[src/rtl/iterative_divider_32.sv]
// rtl/iterative_divider_32.sv - multi-cycle restoring divider (quotient to LO, remainder to HI); optional signed mode via SIGNED_DIV_EN
module iterative_divider_32 #(
    parameter int WIDTH = 32
) (
    input  logic             clk,
    input  logic             rst_n,
    input  logic             start,
    input  logic [WIDTH-1:0] dividend,
    input  logic [WIDTH-1:0] divisor,
    input  logic             is_signed,
    output logic [WIDTH-1:0] quotient,
    output logic [WIDTH-1:0] remainder,
    output logic             busy,
    output logic             done,
    output logic             div_by_zero
);

    localparam int CW = $clog2(WIDTH + 1);

    typedef enum logic [1:0] {
        IDLE,
        RUN,
        FINISH
    } state_t;

    state_t           state_q, state_d;
    logic [WIDTH-1:0] rem_q, rem_d;
    logic [WIDTH-1:0] dvd_q, dvd_d;
    logic [WIDTH-1:0] dsr_q, dsr_d;
    logic [WIDTH-1:0] quo_q, quo_d;
    logic [WIDTH-1:0] rmd_q, rmd_d;
    logic [CW-1:0]    cnt_q, cnt_d;
    logic             dbz_q, dbz_d;

    logic [WIDTH:0]   shifted;
    logic [WIDTH:0]   trial;
    logic [WIDTH-1:0] op_a, op_b;
    logic [WIDTH-1:0] step_quo, step_rem;
    logic [WIDTH-1:0] fin_quo, fin_rem;

`ifdef SIGNED_DIV_EN
    logic neg_quo_q, neg_quo_d;
    logic neg_rem_q, neg_rem_d;
`else
    logic unused_is_signed;
    assign unused_is_signed = is_signed;
`endif

    // Datapath: one trial subtraction per cycle on the WIDTH+1-bit partial remainder.
    always_comb begin
        op_a = dividend;
        op_b = divisor;
`ifdef SIGNED_DIV_EN
        if (is_signed && dividend[WIDTH-1]) op_a = -dividend;
        if (is_signed && divisor[WIDTH-1])  op_b = -divisor;
`endif
        shifted  = {rem_q, dvd_q[WIDTH-1]};
        trial    = shifted - {1'b0, dsr_q};
        step_quo = {dvd_q[WIDTH-2:0], ~trial[WIDTH]};
        step_rem = trial[WIDTH] ? shifted[WIDTH-1:0] : trial[WIDTH-1:0];
        fin_quo  = step_quo;
        fin_rem  = step_rem;
`ifdef SIGNED_DIV_EN
        if (neg_quo_q) fin_quo = -step_quo;
        if (neg_rem_q) fin_rem = -step_rem;
`endif
    end

    always_comb begin
        state_d = state_q;
        rem_d   = rem_q;
        dvd_d   = dvd_q;
        dsr_d   = dsr_q;
        quo_d   = quo_q;
        rmd_d   = rmd_q;
        cnt_d   = cnt_q;
        dbz_d   = dbz_q;
`ifdef SIGNED_DIV_EN
        neg_quo_d = neg_quo_q;
        neg_rem_d = neg_rem_q;
`endif
        case (state_q)
            IDLE, FINISH: begin
                state_d = IDLE;
                if (start) begin
                    if (divisor == '0) begin
                        state_d = FINISH;
                        quo_d   = '1;
                        rmd_d   = dividend;
                        dbz_d   = 1'b1;
                    end else begin
                        state_d = RUN;
                        dvd_d   = op_a;
                        dsr_d   = op_b;
                        rem_d   = '0;
                        cnt_d   = CW'(WIDTH);
                        dbz_d   = 1'b0;
`ifdef SIGNED_DIV_EN
                        neg_quo_d = is_signed && (dividend[WIDTH-1] ^ divisor[WIDTH-1]);
                        neg_rem_d = is_signed && dividend[WIDTH-1];
`endif
                    end
                end
            end
            RUN: begin
                rem_d = step_rem;
                dvd_d = step_quo;
                cnt_d = cnt_q - CW'(1);
                // Results land on the last RUN edge so they are valid while done is high.
                if (cnt_q == CW'(1)) begin
                    state_d = FINISH;
                    quo_d   = fin_quo;
                    rmd_d   = fin_rem;
                end
            end
            default: state_d = IDLE;
        endcase
    end

    always_ff @(posedge clk or negedge rst_n) begin
        if (!rst_n) begin
            state_q <= IDLE;
            rem_q   <= '0;
            dvd_q   <= '0;
            dsr_q   <= '0;
            quo_q   <= '0;
            rmd_q   <= '0;
            cnt_q   <= '0;
            dbz_q   <= 1'b0;
        end else begin
            state_q <= state_d;
            rem_q   <= rem_d;
            dvd_q   <= dvd_d;
            dsr_q   <= dsr_d;
            quo_q   <= quo_d;
            rmd_q   <= rmd_d;
            cnt_q   <= cnt_d;
            dbz_q   <= dbz_d;
        end
    end

`ifdef SIGNED_DIV_EN
    always_ff @(posedge clk or negedge rst_n) begin
        if (!rst_n) begin
            neg_quo_q <= 1'b0;
            neg_rem_q <= 1'b0;
        end else begin
            neg_quo_q <= neg_quo_d;
            neg_rem_q <= neg_rem_d;
        end
    end
`endif

    assign quotient    = quo_q;
    assign remainder   = rmd_q;
    assign div_by_zero = dbz_q;
    assign busy        = (state_q == RUN);
    assign done        = (state_q == FINISH);

endmodule

[config.mk]
export PLATFORM = sky130hd
export DESIGN_NAME = iterative_divider_32
export DESIGN_NICKNAME = d
export VERILOG_FILES = /design/src/rtl/iterative_divider_32.sv
export SDC_FILE = /design/constraint.sdc
export NUM_CORES = 1
export LEC_CHECK = 0
export ABC_AREA = 1
export BUFFER_PORTS_ARGS = -buffer_cell sky130_fd_sc_hd__clkbuf_2
export CAP_MARGIN = 20
export CORE_MARGIN = 1.5
export CORE_UTILIZATION = 53
export DETAILED_ROUTE_END_ITERATION = 8
export PLACE_DENSITY_LB_ADDON = 0.12
export SETUP_SLACK_MARGIN = 0.4
export SLEW_MARGIN = 40
export SYNTH_ARGS = -nofsm -noshare
export SYNTH_HDL_FRONTEND = slang
export SYNTH_SLANG_ARGS = --single-unit
[constraint.sdc]
create_clock -name clk -period 2.3 [get_ports clk]
set_input_delay 0.115 -clock clk [delete_from_list [all_inputs] [get_ports clk]]
set_output_delay 0.115 -clock clk [all_outputs]
set_load 0.01 [all_outputs]
==> results.toml <==
[run_status]
run_status = "finished with violations"
failed_checks = "setup timing"

[layout]
layout.nets = 1805
fillers = 1654
syn2layout_area_growth_pct = 30.3
drive_gt1_share_pct = 25.4
multi_input_area_um2 = 5360
seq_area_um2 = 4230
utilization_pct = 70.8
fin_cells = 1979
antenna_cells = 0

[floorplanning]
fp.dieH_um = 145
ios = 135
initial_utilization_pct = 54.3
rows = 51
core_um2 = 19600
dieArea_um2 = 20900
die_x_um = 145

[power_and_ir_drop]
power.total_mw = 23.8
ir_drop_v = 0.000942
p_leak_nw = 7.62
pwr_density_cell_nw_per_um2 = 1720

[drt]
via_per_inst = 5.09
drt_wl_total_um = 31000
dr_total_vias = 10081
wire_per_inst_um = 15.7
drc = 0
drtIter0Drc = 657
firstDrtPassIters = 5
final_antenna_net_count = 0

[critical_path]
reg2reg_depth = 19
slowest_stage = "dfrtp_1"
cp-end-kind = "flip-flop"
critical_path.cell_chain = "inv_1 -> ha_2 -> inv_2 -> fa_2 -> nand2_2 -> nand2_2 -> nand3_2 -> nand2_2 -> nand2_2 -> nand2_4 -> nand2_8 -> nand2_8 -> nand2_8 -> nand2_8 -> clkbuf_16 -> nand3_2 -> nand3_2 -> nand2_1 -> inv_1"
startpoint_type = "flip-flop"
arrival_ns = 2.73
slowest_delay_ns = 0.38
cp.required_ns = 2.64
worstSetupPathType = "reg -> reg"
cp_max_fo = 5

[timing]
tightest_slew_ns = 0.484
clock.fmax_ghz = 0.418
timing.hold.ws_ns = 0.0166
fin_crit_sh_pct = 104
setup_ws_ns = -0.0936
hold_violations = 0
final-max-slew-violation-count = 0
finalSetupViolations = 32
fin_crit_ns = 2.39
max_slew_margin_pct = 67.7
finalClockSkew_ns = 0.0169
rsz0062_at_grt = "true"

[placement]
place_inst = 1870
io_buffers = 133
dp_hpwl_um = 21400
globalplace.congestion = 0.923

[yosys]
async_flop_share_pct = 100
synth_cells = 1436
synth_edf_count = 0
synth.avg_cell_area_um2 = 7.41
synth_nets = 1539
syn_area_um2 = 10600
ys_warn_count = 0
seq_area_frac_synth_pct = 39.8
ys_seq_elements = 169
synthFlopType = "dfrtp_1"
yosys.cell_types.count = 43

[global_route]
track_usage_pct = 29.8
grt_overflow_total = 0
grt_max_degree = 99
grt_pass1_wl_um = 48100
antenna_found_initial = 0
grt_pass1_vias = 9774

[worst_hold_path]
hp-class = "in -> reg"
holdPathStages = 3

[cts]
cts.sinks = 169
clock_latency_ns = 0.44
cts_tree = "yes"
htree_levels = 4
cts.path.max_buffers = 2
cts_buffers = 17
path_clk_slew_ns = 0.08
root_buffer = "clkbuf_16"

[run]
cap_viol_max_count = 0
## stage by stage
step / cell area (µm²) / setup WS (ns) / TNS (ns)
global placement: 12100 / 0.0329 / 0
finish: 13900 / -0.0936 / -1.73
floorplan: 10600 / 0.158 / 0
detailed placement: 12100 / -0.0296 / -0.0491
global route: 13900 / -0.236 / -10.24
CTS: 13400 / -0.0261 / -0.0967
## placed cells by master (no fill, tap or decap), drive strengths merged
master and n:
a211oi 1, a21o 2, a21oi 81, a22oi 30
a31oi 1, and2 5, buf 97, clkbuf 154
clkinv 8, clkinvlp 1, dfrtp 169, dlygate4sd3 64
fa 1, ha 34, inv 281, nand2 394
nand3 157, nand4 19, nor2 84, nor3 9
nor3b 1, o211ai 1, o21a 1, o21ai 64
o21bai 1, o221ai 1, o22ai 3, or2 33
xnor2 1, xor2 16
## final cells by class
cell class                      instances  share of cell area, %
Inverter                              276                   7.51
Timing Repair Buffer                  298                   16.7
Clock inverter                         14                   1.13
Multi-Input combinational cell        940                   38.7
Tap cell                              265                   2.39
Clock buffer                           17                   3.07
Sequential cell                       169                   30.5
## metal layers
layer / GRT usage (%) / vias to the layer above / wire length, µm
li1: - / 5032 / -
met3: 5.26 / 38 / 1510
met5: 0 / - / 0
met4: 8.40 / 0 / 662
met1: 40.1 / 4730 / 14300
met2: 49.4 / 281 / 14500
## report_power, final
group	leakage (nW)	switching, mW	internal, mW
logic	5.23	9.43	6.39
registers	2.10	0.790	4.32
clock network	0.282	1.40	1.45
## registers in the layout, indices dropped and copies added, names as in the netlist
| register | cells |
|---|---|
| rem_q | 32 |
| dsr_q | 32 |
| state_q | 2 |
| dvd_q | 32 |
| cnt_q | 6 |
| quotient | 32 |
| div_by_zero | 1 |
| remainder | 32 |
## cell usage after synthesis (2+ instances only)
| library cell | number | area (µm²) |
|---|---|---|
| a21o_1 | 2 | 15.0 |
| a21oi_1 | 78 | 390 |
| a21oi_2 | 2 | 17.5 |
| a22oi_1 | 30 | 225 |
| and2_1 | 5 | 31.3 |
| buf_1 | 2 | 7.51 |
| buf_12 | 4 | 80.1 |
| buf_2 | 14 | 70.1 |
| buf_4 | 4 | 30.0 |
| buf_8 | 2 | 30.0 |
| clkbuf_1 | 26 | 97.6 |
| dfrtp_1 | 169 | 4230 |
| ha_1 | 34 | 425 |
| inv_1 | 262 | 983 |
| inv_2 | 13 | 48.8 |
| nand2_1 | 379 | 1420 |
| nand2_2 | 7 | 43.8 |
| nand2_4 | 5 | 56.3 |
| nand2_8 | 2 | 40.0 |
| nand3_1 | 96 | 480 |
| nand3_2 | 61 | 611 |
| nand4_1 | 19 | 119 |
| nor2_1 | 77 | 289 |
| nor2_2 | 4 | 25.0 |
| nor2_4 | 3 | 33.8 |
| nor3_1 | 9 | 45.0 |
| o21ai_0 | 64 | 320 |
| o22ai_1 | 3 | 18.8 |
| or2_0 | 8 | 50.1 |
| or2_2 | 24 | 150 |
| xor2_1 | 16 | 140 |
## worst max-delay path: cells and delay by family (launching register included)
kind                     cells  cell delay [ns]
flip-flops                   1             0.38
buffers and inverters        4             0.33
adder cells (fa/ha/maj)      2             0.54
AND/OR/NAND/NOR             13             1.03
## cell families (layout without fill, tap and decap cells)
kind of cell    Yosys count  count (layout)  synth area share (%)
compound gates          186             186                  9.86
simple gates            701             702                  32.1
fa+ha+maj                35              35                  4.19
flops                   169             169                  39.8
xor+xnor                 17              17                  1.40
buf+inv                 328             605                  12.7
## repair_timing
action | CTS | global route
hold endpoints to repair | 199 | 0
setup buffers | 0 | 7
resized for setup | 10 | 50
pin swaps | 1 | 24
hold buffers | 64 | 0
setup endpoints to repair | 66 | 97
cloned | 1 | 6
## final timing paths
path / startpoint / end / slack [ns]
min: dividend[0] / dvd_q[0] / 0.02
min reg2reg: cnt_q[5] / cnt_q[5] / 0.48
min in group asynchronous: rst_n / remainder[7] / 0.13
max reg2reg: dvd_q[31] / remainder[23] / -0.09
max in group asynchronous: rst_n / remainder[24] / 1.42
max: dvd_q[31] / remainder[23] / -0.09
Power figures use the tool's default switching activity.
